## src/rtl/rnn_input_feeder_pkg.sv

```systemverilog
// rnn_input_feeder_pkg: shared widths and feeder state encoding for the RNN input stage
package rnn_input_feeder_pkg;
  localparam int RNN_XW = 32;
  localparam int RNN_BW = 8;
  localparam int RNN_TW = 11;
  typedef enum logic [1:0] {FILL, ARMED, RUN, DRAIN} feed_state_e;
endpackage

```

## src/rtl/rnn_input_feeder_if.sv

```systemverilog
// rnn_input_feeder_if: byte stream in, x_t word request/serve to the RNN core
interface rnn_input_feeder_if;
  import rnn_input_feeder_pkg::*;
  logic              s_valid;
  logic [RNN_BW-1:0] s_data;
  logic              s_last;
  logic              s_ready;
  logic              ready;
  logic              busy;
  logic              i_en;
  logic [RNN_XW-1:0] idata;
  logic              underflow;
  logic [RNN_TW-1:0] words_out;
  modport master (output s_valid, s_data, s_last, busy, i_en,
                  input s_ready, ready, idata, underflow, words_out);
  modport slave (input s_valid, s_data, s_last, busy, i_en,
                 output s_ready, ready, idata, underflow, words_out);
endinterface

```

## src/rtl/rnn_input_feeder_fifo.sv

```systemverilog
// rnn_sync_fifo: power-of-two synchronous FIFO with registered count; push+pop in one cycle is legal
module rnn_sync_fifo #(
  parameter int DEPTH = 8,
  parameter int W = 32
) (
  input  logic                       clk,
  input  logic                       rst,
  input  logic                       push_i,
  input  logic [W-1:0]               wdata_i,
  input  logic                       pop_i,
  output logic [W-1:0]               rdata_o,
  output logic [$clog2(DEPTH):0]     count_o,
  output logic                       full_o,
  output logic                       empty_o
);
  localparam int AW = $clog2(DEPTH);
  logic [W-1:0] mem_q [DEPTH];
  logic [AW-1:0] wr_q, rd_q;
  logic [AW:0] count_q;
  logic push_ok, pop_ok;
  assign full_o = count_q == (AW+1)'(DEPTH);
  assign empty_o = count_q == '0;
  assign count_o = count_q;
  assign rdata_o = mem_q[rd_q];
  assign pop_ok = pop_i & ~empty_o;
  assign push_ok = push_i & (~full_o | pop_ok);
  always_ff @(posedge clk) begin
    if (push_ok) mem_q[wr_q] <= wdata_i;
  end
  always_ff @(posedge clk) begin
    if (rst) begin
      wr_q <= '0;
      rd_q <= '0;
      count_q <= '0;
    end else begin
      if (push_ok) wr_q <= wr_q + 1'b1;
      if (pop_ok) rd_q <= rd_q + 1'b1;
      count_q <= count_q + {{AW{1'b0}}, push_ok} - {{AW{1'b0}}, pop_ok};
    end
  end
endmodule

```

## src/rtl/rnn_input_feeder.sv

```systemverilog
// rnn_input_feeder: packs bytes into 32-bit x_t words, buffers them and serves the RNN core on i_en
module rnn_input_feeder
  import rnn_input_feeder_pkg::*;
#(
  parameter int DEPTH = 8,
  parameter int PRIME = 2
) (
  input logic clk,
  input logic reset,
  rnn_input_feeder_if.slave bus
);
  localparam int CW = $clog2(DEPTH) + 1;
  feed_state_e state_q, state_d;
  logic [1:0] lane_q;
  logic [RNN_XW-1:0] pack_q, idata_q, wdata, head;
  logic last_seen_q, underflow_q;
  logic [RNN_TW-1:0] words_q;
  logic [CW-1:0] count;
  logic full, empty, take, push, pop;
  assign bus.s_ready = (lane_q != 2'd3 && !bus.s_last) || !full;
  assign take = bus.s_valid & bus.s_ready;
  assign push = take & (lane_q == 2'd3 | bus.s_last);
  assign wdata = pack_q | (RNN_XW'(bus.s_data) << {lane_q, 3'b000});
  assign pop = (state_q == RUN) & bus.i_en & ~empty;
  assign bus.ready = (state_q == ARMED) && !bus.busy;
  assign bus.idata = idata_q;
  assign bus.underflow = underflow_q;
  assign bus.words_out = words_q;
  rnn_sync_fifo #(.DEPTH(DEPTH), .W(RNN_XW)) u_fifo (
    .clk(clk), .rst(reset), .push_i(push), .wdata_i(wdata), .pop_i(pop),
    .rdata_o(head), .count_o(count), .full_o(full), .empty_o(empty)
  );
  always_comb begin
    state_d = state_q;
    unique case (state_q)
      FILL:    if (count >= CW'(PRIME) || (last_seen_q && !empty)) state_d = ARMED;
      ARMED:   if (bus.busy) state_d = RUN;
      RUN:     if (!bus.busy) state_d = DRAIN;
      default: state_d = FILL;
    endcase
  end
  always_ff @(posedge clk) begin
    if (reset) begin
      state_q <= FILL;
      lane_q <= '0;
      pack_q <= '0;
      last_seen_q <= 1'b0;
      idata_q <= '0;
      underflow_q <= 1'b0;
      words_q <= '0;
    end else begin
      state_q <= state_d;
      if (take) begin
        lane_q <= push ? 2'd0 : lane_q + 2'd1;
        pack_q <= push ? '0 : wdata;
      end
      // a new sequence's last byte arriving during DRAIN must not be lost
      if (take && bus.s_last) last_seen_q <= 1'b1;
      else if (state_q == DRAIN) last_seen_q <= 1'b0;
      if (pop) begin
        idata_q <= head;
        words_q <= words_q + {{(RNN_TW-1){1'b0}}, ~&words_q};
      end else if (state_q == DRAIN) words_q <= '0;
      if (state_q == RUN && bus.i_en && empty) underflow_q <= 1'b1;
    end
  end
endmodule

```

## src/flat_wrapper.sv

```systemverilog
// flat-port wrapper written by rule: the top's interface ports become plain ports
module rnn_input_feeder_flat import rnn_input_feeder_pkg::*;
#(
  parameter int DEPTH = 8,
  parameter int PRIME = 2
)
  (clk, reset, bus_s_valid, bus_s_data, bus_s_last, bus_busy, bus_i_en, bus_s_ready, bus_ready, bus_idata, bus_underflow, bus_words_out);
  rnn_input_feeder_if bus_i ();
  input logic clk;
  input logic reset;
  input wire logic [$bits(bus_i.s_valid)-1:0] bus_s_valid;
  input wire logic [$bits(bus_i.s_data)-1:0] bus_s_data;
  input wire logic [$bits(bus_i.s_last)-1:0] bus_s_last;
  input wire logic [$bits(bus_i.busy)-1:0] bus_busy;
  input wire logic [$bits(bus_i.i_en)-1:0] bus_i_en;
  output wire logic [$bits(bus_i.s_ready)-1:0] bus_s_ready;
  output wire logic [$bits(bus_i.ready)-1:0] bus_ready;
  output wire logic [$bits(bus_i.idata)-1:0] bus_idata;
  output wire logic [$bits(bus_i.underflow)-1:0] bus_underflow;
  output wire logic [$bits(bus_i.words_out)-1:0] bus_words_out;
  assign bus_i.s_valid = bus_s_valid;
  assign bus_i.s_data = bus_s_data;
  assign bus_i.s_last = bus_s_last;
  assign bus_i.busy = bus_busy;
  assign bus_i.i_en = bus_i_en;
  assign bus_s_ready = bus_i.s_ready;
  assign bus_ready = bus_i.ready;
  assign bus_idata = bus_i.idata;
  assign bus_underflow = bus_i.underflow;
  assign bus_words_out = bus_i.words_out;
  rnn_input_feeder #(.DEPTH(DEPTH), .PRIME(PRIME)) u_core (.clk(clk), .reset(reset), .bus(bus_i));
endmodule
```

## config.mk

```make
export PLATFORM = sky130hd
export DESIGN_NAME = rnn_input_feeder_flat
export DESIGN_NICKNAME = d
export VERILOG_FILES = /design/src/rtl/rnn_input_feeder_pkg.sv /design/src/rtl/rnn_input_feeder_if.sv /design/src/rtl/rnn_input_feeder_fifo.sv /design/src/rtl/rnn_input_feeder.sv /design/src/flat_wrapper.sv
export SDC_FILE = /design/constraint.sdc
export NUM_CORES = 1
export LEC_CHECK = 0
export CAP_MARGIN = 0
export CORE_ASPECT_RATIO = 0.9
export CORE_UTILIZATION = 59
export CTS_CLUSTER_SIZE = 8
export DETAILED_ROUTE_END_ITERATION = 10
export DONT_BUFFER_PORTS = 1
export PLACE_DENSITY = 0.75
export SETUP_SLACK_MARGIN = 0.5
export SYNTH_ARGS = -nofsm -noshare
export SYNTH_HDL_FRONTEND = slang
export SYNTH_HIERARCHICAL = 1
export SYNTH_SLANG_ARGS = --single-unit
```

## constraint.sdc

```tcl
create_clock -name clk -period 8.4 [get_ports clk]
set_input_delay 0.42 -clock clk [delete_from_list [all_inputs] [get_ports clk]]
set_output_delay 0.42 -clock clk [all_outputs]
set_load 0.02 [all_outputs]
```

==> run summary <==
The logs give 7,759 for the via count of the first global-routing pass and 0.1505 mV for the maximum resistive drop on vdd. Yosys mapped a number of flops with a built-in enable equal to 256. After routing the design area is 15,510 sq um. The run gives 44.59 mm as the wire length of the first global-routing pass.

At the worst endpoint, the required time is 8.65 ns. The run finished with clean final reports. The share of flip-flops with an asynchronous set or reset after synthesis came out at 0. Along the worst path, the maximum fanout reaches 45.

The time the final worst path needs with I/O delays and setup was 3.709 ns; the number of pins exceeding their max-slew limit in the final report was 0. Most used flip-flop cell after synthesis: edfxtp_1. The root buffer cell was clkbuf_16.

Clock-pin slew was measured on the worst setup and hold paths at 0.05 ns. The count of state elements after synthesis came out at 350. Sorting the synthesized cells by how often they occur yields edfxtp_1 (256), dfxtp_1 (94), nand2_1 (83).

The post-CTS resize count was 0; the fraction of layout cells with a size suffix above 1 was 0.2009. TritonCTS built the clock tree. The final number of hold-violating endpoints is 0, and the met2 layer usage reported by global route is 0.3900. The number of antenna violations at the first check in global routing is 0. The logs give 0.2696 GHz for the maximum clock rate and 0.56 ns for the clock insertion delay at the later pin of the skew report.

The H-tree was split into 2 levels. Counting every net in the synthesized netlist gives 902. The largest single stage delay on the critical path is 0.59 ns. Global routing finished with a remaining overflow of 0. The number of antenna diodes in the final layout is 0.

Setup repair after global routing left no endpoint under its margin. The proportion of netlist area held by the largest area contributor works out to 0.5590. Buffers added to address setup during post-CTS repair amount to 0.

The kind of critical path is flop to flop. The die is 146.8 microns tall. Detailed placement ended at an HPWL of 17.09 mm. The cell area that synthesis handed to floorplanning was 13,750 sq um. Cell count after synthesis: 872. The longest clock path from root to sink contains 3 buffers. The logs give 0.6958 for the sequential cell area fraction in the yosys report and 65 for the largest net degree at the start of global routing. For this run, the number of Yosys warnings is 6. Setup violations remaining at the end of the flow were counted as 0. The floorplan step defined a die boundary enclosing 23,920 sq um. The CTS buffer count is 49, and the number of iterations in the first detailed-routing pass is 5. The critical path data arrival time was 3.96 ns; the average cell area after synthesis was 15.77 sq um. Dividing the detail-routed wire length by the instance count gives 23.56 microns. After detailed routing, the number of remaining DRC violations is 0. The core region is 22,710 sq um. The tools report the worst-case headroom to the max-slew limit as 0.2929. The last weighted congestion value of the routability-driven placer is 0.8413. The tools report the final net count as 921. 60 I/O pins were placed. For the met3 layer usage reported by global route, the log shows 0.05336. Using the TritonRoute via totals, the vias-per-cell ratio works out to 6.192. The number of hold buffers added after CTS is 6, and the initial core utilization is 0.6056. Synthesis instantiated 53 different standard cells from the library. The number of input and output port buffers inserted is 0. Among the stages of the critical path, the cell type that occurs most often is buf_4.

The sum of negative setup slack was 0 ns. Traced cell by cell, the critical path runs through inv_1 -> ha_1 -> nor3b_1 -> nand3b_2 -> buf_4 -> inv_2 -> nor2b_1 -> o21ai_0 -> nor3_2 -> buf_4. The overall via count from detail_route was 7,604; the post-detailed-route count of antenna-violating nets was 0. The detailed router finished its first iteration with 869 violations. Cell type group with the largest total delay on the critical path: simple AND/OR/NAND/NOR gates. Post-route clock skew: 0.02287 ns. The horizontal die dimension was 162.9 microns. The number of buffers and inverters on the critical path is 4. The library cell with the highest instance count after synthesis is edfxtp_1. The placement-stage cell area was 14,000 sq um.

The met1 track utilization from global routing came out at 0.3511. edfxtp_1 takes more of the synthesized area than any other cell. Transition at the pin with the smallest max-transition slack: 1.061 ns.

For this design the ratio of total power to cell area is 262.9 nW/um^2. Summed over all cells, the static leakage comes to 5.208 nW. The tree built by TritonCTS fans out to 350 sinks.

Max-cap violations in this run came to 0. Number of rows created at floorplan: 52. Relative to the synthesized area, the layout overhead comes to 12.77%. STA classifies the critical path startpoint as a flop. The largest individual stage delay along the critical path comes from the cell o21ai_0. The layer flagged by global routing as most heavily used is met2. Summed over all layers, the routed wires come to 28.93 mm.

The overall track demand over capacity in global routing came out at 0.2497. By area the synthesized netlist is led by edfxtp_1 (56%), dfxtp_1 (14%), mux4_2 (10%), a21oi_1 (2.9%), mux2_2 (2.8%). Type of destination of the critical path: a flop. The post-route clock period utilization works out to 0.4416. The post-route total power was 0.004077 W. The path class of the tightest hold or removal check is input port to flop.
-- report_power, final --
group	internal (W)	leakage [nW]	switching, W
logic	0.000119	1.48	0.000190
clock network	0.00110	0.676	0.000705
registers	0.00192	3.05	0.0000407
-- cell families (layout without fill, tap and decap cells) --
| group | Yosys count | count (layout) | share of synthesized area |
|---|---|---|---|
| xor gates and xnor gates | 1 | 1 | 0.0006370 |
| and+or+nand+nor | 202 | 202 | 0.06997 |
| AOI/OAI and AO/OA | 134 | 134 | 0.05768 |
| muxes | 102 | 102 | 0.1356 |
| buffers and inverters | 67 | 126 | 0.02520 |
| DFF | 350 | 350 | 0.6958 |
| adders and majority gates | 16 | 16 | 0.01510 |
-- layout by cell type (no fill, tap or decap), drive strengths merged, types with 5 or more instances in the layout --
cell,synthesis,final
edfxtp,256,256
dfxtp,94,94
clkbuf,32,88
nand2,83,83
a21oi,79,79
mux4,64,64
nor2,54,54
mux2,34,34
a21o,32,32
buf,25,20
ha,15,15
inv,10,12
nand3,9,9
nor2b,9,9
o21ai,7,7
and3,7,7
nor3b,5,5
nand2b,5,5
a31oi,5,5
dlygate4sd3,0,5
nand4,5,5
nand3b,5,5
-- final cells by class --
cell class,count,area (sq um)
Clock buffer,88,1373
Clock inverter,3,58.81
Fill cell,1411,7198
Inverter,10,37.54
Multi-Input combinational cell,455,3874
Sequential cell,350,9574
Tap cell,297,371.6
Timing Repair Buffer,25,220.2
-- worst reg2reg max path: stages, from the launching register on --
cell	delay [ns]
dfxtp_1	0.30
inv_1	0.10
ha_1	0.19
nor3b_1	0.56
nand3b_2	0.24
buf_4	0.46
inv_2	0.27
nor2b_1	0.27
o21ai_0	0.60
nor3_2	0.11
buf_4	0.31
-- sequential cells by signal (all words and copies together) (netlist names), named ones only --
signal,cells
u_core/u_fifo/count_o,4
u_core/pack_q,32
u_core/u_fifo/wr_q,3
u_core/last_seen_q,1
u_core/bus.idata,32
u_core/u_fifo/mem_q,256
u_core/state_q,2
u_core/u_fifo/rd_q,3
u_core/lane_q,2
u_core/bus.underflow,1
u_core/bus.words_out,11
-- per-layer routing --
metal	routed length, microns	vias up
met4	613	0
met1	12020	3846
met5	0	-
met2	13810	334
li1	-	3370
met3	2480	54
-- final timing paths --
check                                              start                         end  slack (ns)  cells past startpoint
worst max register to register  u_core/u_fifo/count_o[2]  u_core/u_fifo/mem_q[5][26]        4.69                     10
worst min register to register         u_core/pack_q[18]           u_core/pack_q[18]        0.47                      2
worst min-delay path                       bus_s_data[3]           u_core/pack_q[19]        0.01                      2
worst max-delay path            u_core/u_fifo/count_o[2]  u_core/u_fifo/mem_q[5][26]        4.69                     10
-- through the flow --
| step | hold slack, ns | setup slack (ns) | utilization | instances |
|---|---|---|---|---|
| detailed placement | 0.4569 | 4.766 | 0.6165 | 1131 |
| global route | 0.01109 | 4.417 | 0.6830 | 1228 |
| global placement | 0.4498 | 4.997 | 0.6165 | 1131 |
| CTS | 0.0009247 | 4.729 | 0.6830 | 1228 |
| floorplan | 0.4386 | 2.849 | - | 872 |
| finish | 0.01075 | 4.691 | 0.6830 | 1228 |
Note: power is estimated with default switching activity, not from simulation.
